File: src/rtl/buzzer_tone_gen.sv
// Square-wave buzzer: selector -> frequency -> half-period (serial divider) and BCD readout (double-dabble).
// Latency: outputs update 33+FREQ_W cycles after a selector capture; upd_o marks the first visible cycle.
// No backpressure: selector changes while busy are held off and picked up in IDLE. Optional BUZZER_MUTE_EN adds mute_i.
module buzzer_tone_gen #(
  parameter int CLK_HZ     = 50000000,
  parameter int F_MIN_HZ   = 100,
  parameter int F_STEP_HZ  = 100,
  parameter int SEL_W      = 4,
  parameter int CNT_W      = 22,
  parameter int BCD_DIGITS = 5,
  localparam int FREQ_W    = $clog2(F_MIN_HZ + (2**SEL_W - 1) * F_STEP_HZ + 1)
) (
  input  logic                      clk_i,
  input  logic                      rst_n_i,
  input  logic [SEL_W-1:0]          sel_i,
  input  logic                      en_i,
`ifdef BUZZER_MUTE_EN
  input  logic                      mute_i,
`endif
  output logic                      buzzer_o,
  output logic [CNT_W-1:0]          cmp_freq_o,
  output logic [FREQ_W-1:0]         freq_hz_o,
  output logic [BCD_DIGITS*4-1:0]   freq_bcd_o,
  output logic                      busy_o,
  output logic                      upd_o
);

  localparam int STEP_W = 6;
  localparam int BCD_W  = BCD_DIGITS * 4;

  typedef enum logic [1:0] {IDLE, DIV, BCD, DONE} state_t;

  state_t              state_q, state_d;
  logic                init_pend_q, init_pend_d;
  logic [SEL_W-1:0]    last_sel_q, last_sel_d;
  logic [FREQ_W-1:0]   freq_q, freq_d;
  logic [FREQ_W:0]     div_q, div_d;
  logic [31:0]         dvd_q, dvd_d;
  logic [31:0]         rem_q, rem_d;
  logic [STEP_W-1:0]   step_q, step_d;
  logic [FREQ_W-1:0]   bin_q, bin_d;
  logic [BCD_W-1:0]    bcd_q, bcd_d;
  logic [CNT_W-1:0]    cmp_q, cmp_d;
  logic [FREQ_W-1:0]   hz_q, hz_d;
  logic [BCD_W-1:0]    bcdo_q, bcdo_d;
  logic                upd_q, upd_d;
  logic [CNT_W-1:0]    tone_cnt_q, tone_cnt_d;
  logic                buzz_q, buzz_d;

  logic [FREQ_W-1:0]   f_calc;
  logic [32:0]         rem_sh;
  logic [31:0]         rem_sub;
  logic                rem_ge;
  logic [BCD_W-1:0]    bcd_adj;
  logic [CNT_W-1:0]    quo_sat;

  // Target frequency for the current selector, truncated to FREQ_W bits.
  always_comb begin
    f_calc = FREQ_W'(F_MIN_HZ) + FREQ_W'(F_STEP_HZ) * FREQ_W'(sel_i);
  end

  // One restoring-division step and one double-dabble step, plus quotient saturation.
  always_comb begin
    rem_sh  = {rem_q, dvd_q[31]};
    rem_ge  = (rem_sh >= 33'(div_q));
    rem_sub = rem_sh[31:0] - 32'(div_q);
    bcd_adj = bcd_q;
    for (int i = 0; i < BCD_DIGITS; i++) begin
      if (bcd_q[i*4 +: 4] >= 4'd5) begin
        bcd_adj[i*4 +: 4] = bcd_q[i*4 +: 4] + 4'd3;
      end
    end
    // The divider keeps its quotient in the dividend register once all 32 bits are shifted.
    if (|(dvd_q >> CNT_W)) begin
      quo_sat = '1;
    end else begin
      quo_sat = dvd_q[CNT_W-1:0];
    end
  end

  // Control FSM: capture, 32 divide steps, FREQ_W BCD steps, atomic output load.
  always_comb begin
    state_d     = state_q;
    init_pend_d = init_pend_q;
    last_sel_d  = last_sel_q;
    freq_d      = freq_q;
    div_d       = div_q;
    dvd_d       = dvd_q;
    rem_d       = rem_q;
    step_d      = step_q;
    bin_d       = bin_q;
    bcd_d       = bcd_q;
    cmp_d       = cmp_q;
    hz_d        = hz_q;
    bcdo_d      = bcdo_q;
    upd_d       = 1'b0;
    unique case (state_q)
      IDLE: begin
        if (init_pend_q || (sel_i != last_sel_q)) begin
          state_d     = DIV;
          init_pend_d = 1'b0;
          last_sel_d  = sel_i;
          freq_d      = f_calc;
          div_d       = {f_calc, 1'b0};
          dvd_d       = 32'(CLK_HZ);
          rem_d       = '0;
          step_d      = '0;
          bin_d       = f_calc;
          bcd_d       = '0;
        end
      end
      DIV: begin
        rem_d  = rem_ge ? rem_sub : rem_sh[31:0];
        dvd_d  = {dvd_q[30:0], rem_ge};
        step_d = step_q + STEP_W'(1);
        if (step_q == STEP_W'(31)) begin
          state_d = BCD;
          step_d  = '0;
        end
      end
      BCD: begin
        bcd_d  = (bcd_adj << 1) | BCD_W'(bin_q[FREQ_W-1]);
        bin_d  = bin_q << 1;
        step_d = step_q + STEP_W'(1);
        if (step_q == STEP_W'(FREQ_W - 1)) begin
          state_d = DONE;
          step_d  = '0;
        end
      end
      DONE: begin
        cmp_d   = quo_sat;
        hz_d    = freq_q;
        bcdo_d  = bcd_q;
        upd_d   = 1'b1;
        state_d = IDLE;
      end
      default: state_d = IDLE;
    endcase
  end

  // Tone counter: wraps at cmp-1 and toggles the drive; restarts in phase with each update.
  always_comb begin
    tone_cnt_d = tone_cnt_q;
    buzz_d     = buzz_q;
    if (state_q == DONE) begin
      tone_cnt_d = '0;
      buzz_d     = 1'b0;
    end else if (!en_i || (cmp_q == '0)) begin
      tone_cnt_d = '0;
      buzz_d     = 1'b0;
    end else if (tone_cnt_q == (cmp_q - CNT_W'(1))) begin
      tone_cnt_d = '0;
      buzz_d     = ~buzz_q;
    end else begin
      tone_cnt_d = tone_cnt_q + CNT_W'(1);
    end
  end

  // State and datapath registers; reset abandons any computation in flight.
  always_ff @(posedge clk_i or negedge rst_n_i) begin
    if (!rst_n_i) begin
      state_q     <= IDLE;
      init_pend_q <= 1'b1;
      last_sel_q  <= '0;
      freq_q      <= '0;
      div_q       <= '0;
      dvd_q       <= '0;
      rem_q       <= '0;
      step_q      <= '0;
      bin_q       <= '0;
      bcd_q       <= '0;
      cmp_q       <= '0;
      hz_q        <= '0;
      bcdo_q      <= '0;
      upd_q       <= 1'b0;
      tone_cnt_q  <= '0;
      buzz_q      <= 1'b0;
    end else begin
      state_q     <= state_d;
      init_pend_q <= init_pend_d;
      last_sel_q  <= last_sel_d;
      freq_q      <= freq_d;
      div_q       <= div_d;
      dvd_q       <= dvd_d;
      rem_q       <= rem_d;
      step_q      <= step_d;
      bin_q       <= bin_d;
      bcd_q       <= bcd_d;
      cmp_q       <= cmp_d;
      hz_q        <= hz_d;
      bcdo_q      <= bcdo_d;
      upd_q       <= upd_d;
      tone_cnt_q  <= tone_cnt_d;
      buzz_q      <= buzz_d;
    end
  end

  assign cmp_freq_o = cmp_q;
  assign freq_hz_o  = hz_q;
  assign freq_bcd_o = bcdo_q;
  assign upd_o      = upd_q;
  assign busy_o     = (state_q == DIV) || (state_q == BCD);

`ifdef BUZZER_MUTE_EN
  // Mute only gates the pin; the counter phase keeps running underneath.
  assign buzzer_o = buzz_q & ~mute_i;
`else
  assign buzzer_o = buzz_q;
`endif

endmodule

File: config.mk
export PLATFORM = sky130hd
export DESIGN_NAME = buzzer_tone_gen
export DESIGN_NICKNAME = d
export VERILOG_FILES = /design/src/rtl/buzzer_tone_gen.sv
export SDC_FILE = /design/constraint.sdc
export NUM_CORES = 1
export LEC_CHECK = 0
export ABC_AREA = 1
export BUFFER_PORTS_ARGS = -buffer_cell sky130_fd_sc_hd__clkbuf_2
export CORE_MARGIN = 4
export CORE_UTILIZATION = 40
export CTS_BUF_LIST = sky130_fd_sc_hd__clkbuf_16
export DETAILED_ROUTE_END_ITERATION = 12
export PLACE_DENSITY_LB_ADDON = 0.12
export SLEW_MARGIN = 10
export SYNTH_ARGS = -nofsm -noshare
export SYNTH_HDL_FRONTEND = slang
export SYNTH_SLANG_ARGS = --single-unit
File: constraint.sdc
create_clock -name clk_i -period 2.6 [get_ports clk_i]
set_input_delay 0.13 -clock clk_i [delete_from_list [all_inputs] [get_ports clk_i]]
set_output_delay 0.13 -clock clk_i [all_outputs]
set_load 0.05 [all_outputs]
==> metrics.md <==
| Metric | Value |
|---|---|
| Status | complete, no violations |
| Layout Nets | 1477 |
| Final instance area | 12200 sq um |
| Ys async rst share | 100% |
| Crit-path max FO | 6 |
| Total power | 0.00857 W |
| CTS root buf | clkbuf_16 |
| Top-Level Pins | 63 |
| Setup Skew | 0.0139 ns |
| Yosys top cell by area | dfrtp_1 |
| Sequential fraction of the synthesis area | 44.2% |
| Largest net degree at the start of global routing | 74 |
| Initial DRC Count | 490 |
| Worst-Margin Slew | a little over 0.6 ns |
| Worst setup SP type | register |
| Min Hold Slack | 0.0285 ns |
| Worst vdd ir | 0.000450 V |
| Post-synth EDFFs | 0 |
| CP required | between 2 and 3 ns |
| Final hold vios | 0 |
| Routability cong. | around 0.88 |
| Yosys warning total | 0 |
| Chip Width | around 170 microns |
| Critical R2R Launch | div_q[5] |
| Top_reg_cell synth | dfrtp_1 |
| GRT Overall Usage | 18.0% |
| RSZ-0062 raised after global routing | true |
| Via count | about 9000 |
| Reg2reg setup slack | between 0.2 and 0.25 ns |
| Clock sinks | between 150 and 200 |
| Area of the mapped netlist | 10800 sq um |
| Num CTS Buffers | 17 |
| Initial antenna violation count | 0 |
| ANT nets after route | 0 |
| Clk_lat worst skew | 0.43 ns |
| CP peak stage delay | around 0.48 ns |
| Drt wl/cell | 14.5 microns |
| Area growth from synthesis to layout | 13.0% |
| Final setup violation count | 0 |
| Initial Utilization | approximately two fifths |
| Hold Path End | last_sel_q[3] |
| Fillers | 2676 |
| DRT Pass-1 Iters | 5 |
| H-tree Lvls | 4 |
| FMAX | 423 MHz |
| Layout cells sized above 1 | 10.4% |
| Power Dens Cells | 704 nW/um^2 |
| Die height | 172 microns |
| Die ar. | 29600 sq um |
| Most common cell in the netlist | nand2_1 |
| Cell Count, Final, Fillers Out | 1778 |
| I/O Buffers | 60 |
| Setup bufs post-CTS | 0 |
| HPWL after detailed placement | 18700 microns |
| Worst Hold Launch | sel_i[3] |
| DRC | 0 |
| Relative slew slack | 58.6% |
| Worst setup EP type | register |
| Placed instance count | roughly 1700 |
| Synth top area share | 43.9% |
| Min-Delay Path Depth | 3 |
| WP data arrival | 2.66 ns |
| Crit-path cells | inv_1 -> ha_1 -> nand2_1 -> o21ai_0 -> nand2_1 -> nand2_1 -> nand2_1 -> nand2_1 -> nand2_1 -> nand3_1 -> nand2_1 -> nand4_1 -> o21ai_0 |
| Leak | 5.76 nW |
| Core area | 26300 sq um |
| Worst r2r path cells | 13 |
| CTS tree | yes |
| TNS Setup | 0 ns |
| Flops & latches, synth | 190 |
| Distinct cell type count after synthesis | between 40 and 50 |
| Slowest library cell on the worst path | o21ai_0 |
| Most common cell on crit path | nand2_1 |
| # Max-Cap Violations | 0 |
| Placed inst area | 11500 sq um |
| Synthesized instance count | around 1400 |
| Slew Viols, Final | 0 |
| Synth cell count leaders | nand2_1 (235), inv_1 (209), dfrtp_1 (189) |
| Deepest clock path buffer count | 2 |
| CTS clk-pin slew, worst paths | 0.07 ns |
| Vias in the first global route | 8385 |
| Min Tclk post-route | 2.37 ns |
| CP Class | reg2reg |
| Synth area leaders | dfrtp_1 (44%), nand2_1 (8.2%), inv_1 (7.3%) |
| Reg-to-reg endpoint | rem_q[26] |
| Syn avg cell area | 7.84 sq um |
| Drt via density | ~5 |
| First-pass GRT wire length | 43300 microns |
| Final cycle utilization of the critical path | 91.0% |
| Final WL | 25900 microns |
| Gr ovfl total | 0 |
| Worst Hold Class | in2reg |
| Ant. Diodes | 0 |
| FP Rows | 59 |
## kinds of logic (layout without fill, tap and decap cells)
family / after synthesis / in the layout / synth area share, %
xor+xnor: 74 / 74 / 6.02
simple gates: 568 / 568 / 23.4
flops: 190 / 190 / 44.2
mux: 1 / 1 / 0.105
buf+inv: 258 / 327 / 9.37
fa+ha+maj: 39 / 39 / 4.67
other cells: 1 / 2 / 0.0348
compound gates: 242 / 242 / 12.3
## cells in the final DEF (no fill, tap or decap), drive strengths merged, types with 3 or more instances in the layout
cell / instances
inv: 216
nand3b: 5
o21ai: 118
nor4: 5
ha: 37
o211ai: 7
clkinv: 6
xor2: 55
clkbuf: 79
nor2: 169
nand3: 81
xnor2: 19
clkinvlp: 3
a31oi: 5
dfrtp: 189
nand2: 241
and2: 4
buf: 20
nor3: 19
a22oi: 13
o22ai: 25
a21oi: 68
nand4: 41
## worst max-delay path: cells and delay by family (launching register included)
family,cells,cell delay (ns)
AND/OR/NAND/NOR,9,0.86
AO/OA/AOI/OAI,2,0.56
adder cells (fa/ha/maj),1,0.42
flip-flops,1,0.32
buffers and inverters,1,0.08
## stage by stage
step | worst slack, ns | utilization (%)
floorplan | 0.310 | -
global placement | 0.275 | 43.9
detailed placement | 0.246 | 43.9
CTS | 0.231 | 46.1
global route | -0.00548 | 46.3
finish | 0.234 | 46.3
## flip-flops by register name, summed over array words and instances, names as in the netlist, 20 cells and up
signal	flops
dvd_q	32
rem_q	32
cmp_freq_o	22
tone_cnt_q	22
bcd_q	20
freq_bcd_o	20
## how the worst max path moves through the flow
stage | start | endpoint | slack (ns)
6_report | div_q[5] | rem_q[26] | 0.23
5_1_grt | div_q[3] | rem_q[27] | -0.005
4_1_cts | div_q[3] | rem_q[3] | 0.23
3_5_place_dp | div_q[3] | rem_q[3] | 0.25
3_3_place_gp | div_q[3] | rem_q[3] | 0.27
2_1_floorplan | cmp_freq_o[0] | tone_cnt_q[0] | 0.31
## timing repair
item                       CTS  global route
resized for setup            0             1
hold buffers                 2             0
setup endpoints to repair    0             2
hold endpoints to repair    70             0
## report_power, final
| part | internal (W) | leakage, nW | switching [W] |
|---|---|---|---|
| Combinational | 0.000820 | 3.23 | 0.00164 |
| Sequential | 0.00333 | 2.26 | 0.000253 |
| Clock | 0.00134 | 0.270 | 0.00119 |
| Total | 0.00549 | 5.76 | 0.00308 |
## per-layer routing
metal	routed length (microns)	GRT usage [%]	share of wire (%)
met5	0	0	0
met4	167	2.87	0.65
met3	794	3.50	3.1
met2	11900	28.5	46
met1	13000	26.3	50
## final cells by class
type                       count  area, sq um  area share [%]
timing repair buffer          84          592            4.86
clock inverter                14          134            1.10
clock buffer                  17          425            3.50
tap                          335          419            3.44
inverter                     212          796            6.54
sequential                   190         4760            39.1
multi-input combinational    926         5050            41.5
(Power assumes the default switching activity.)
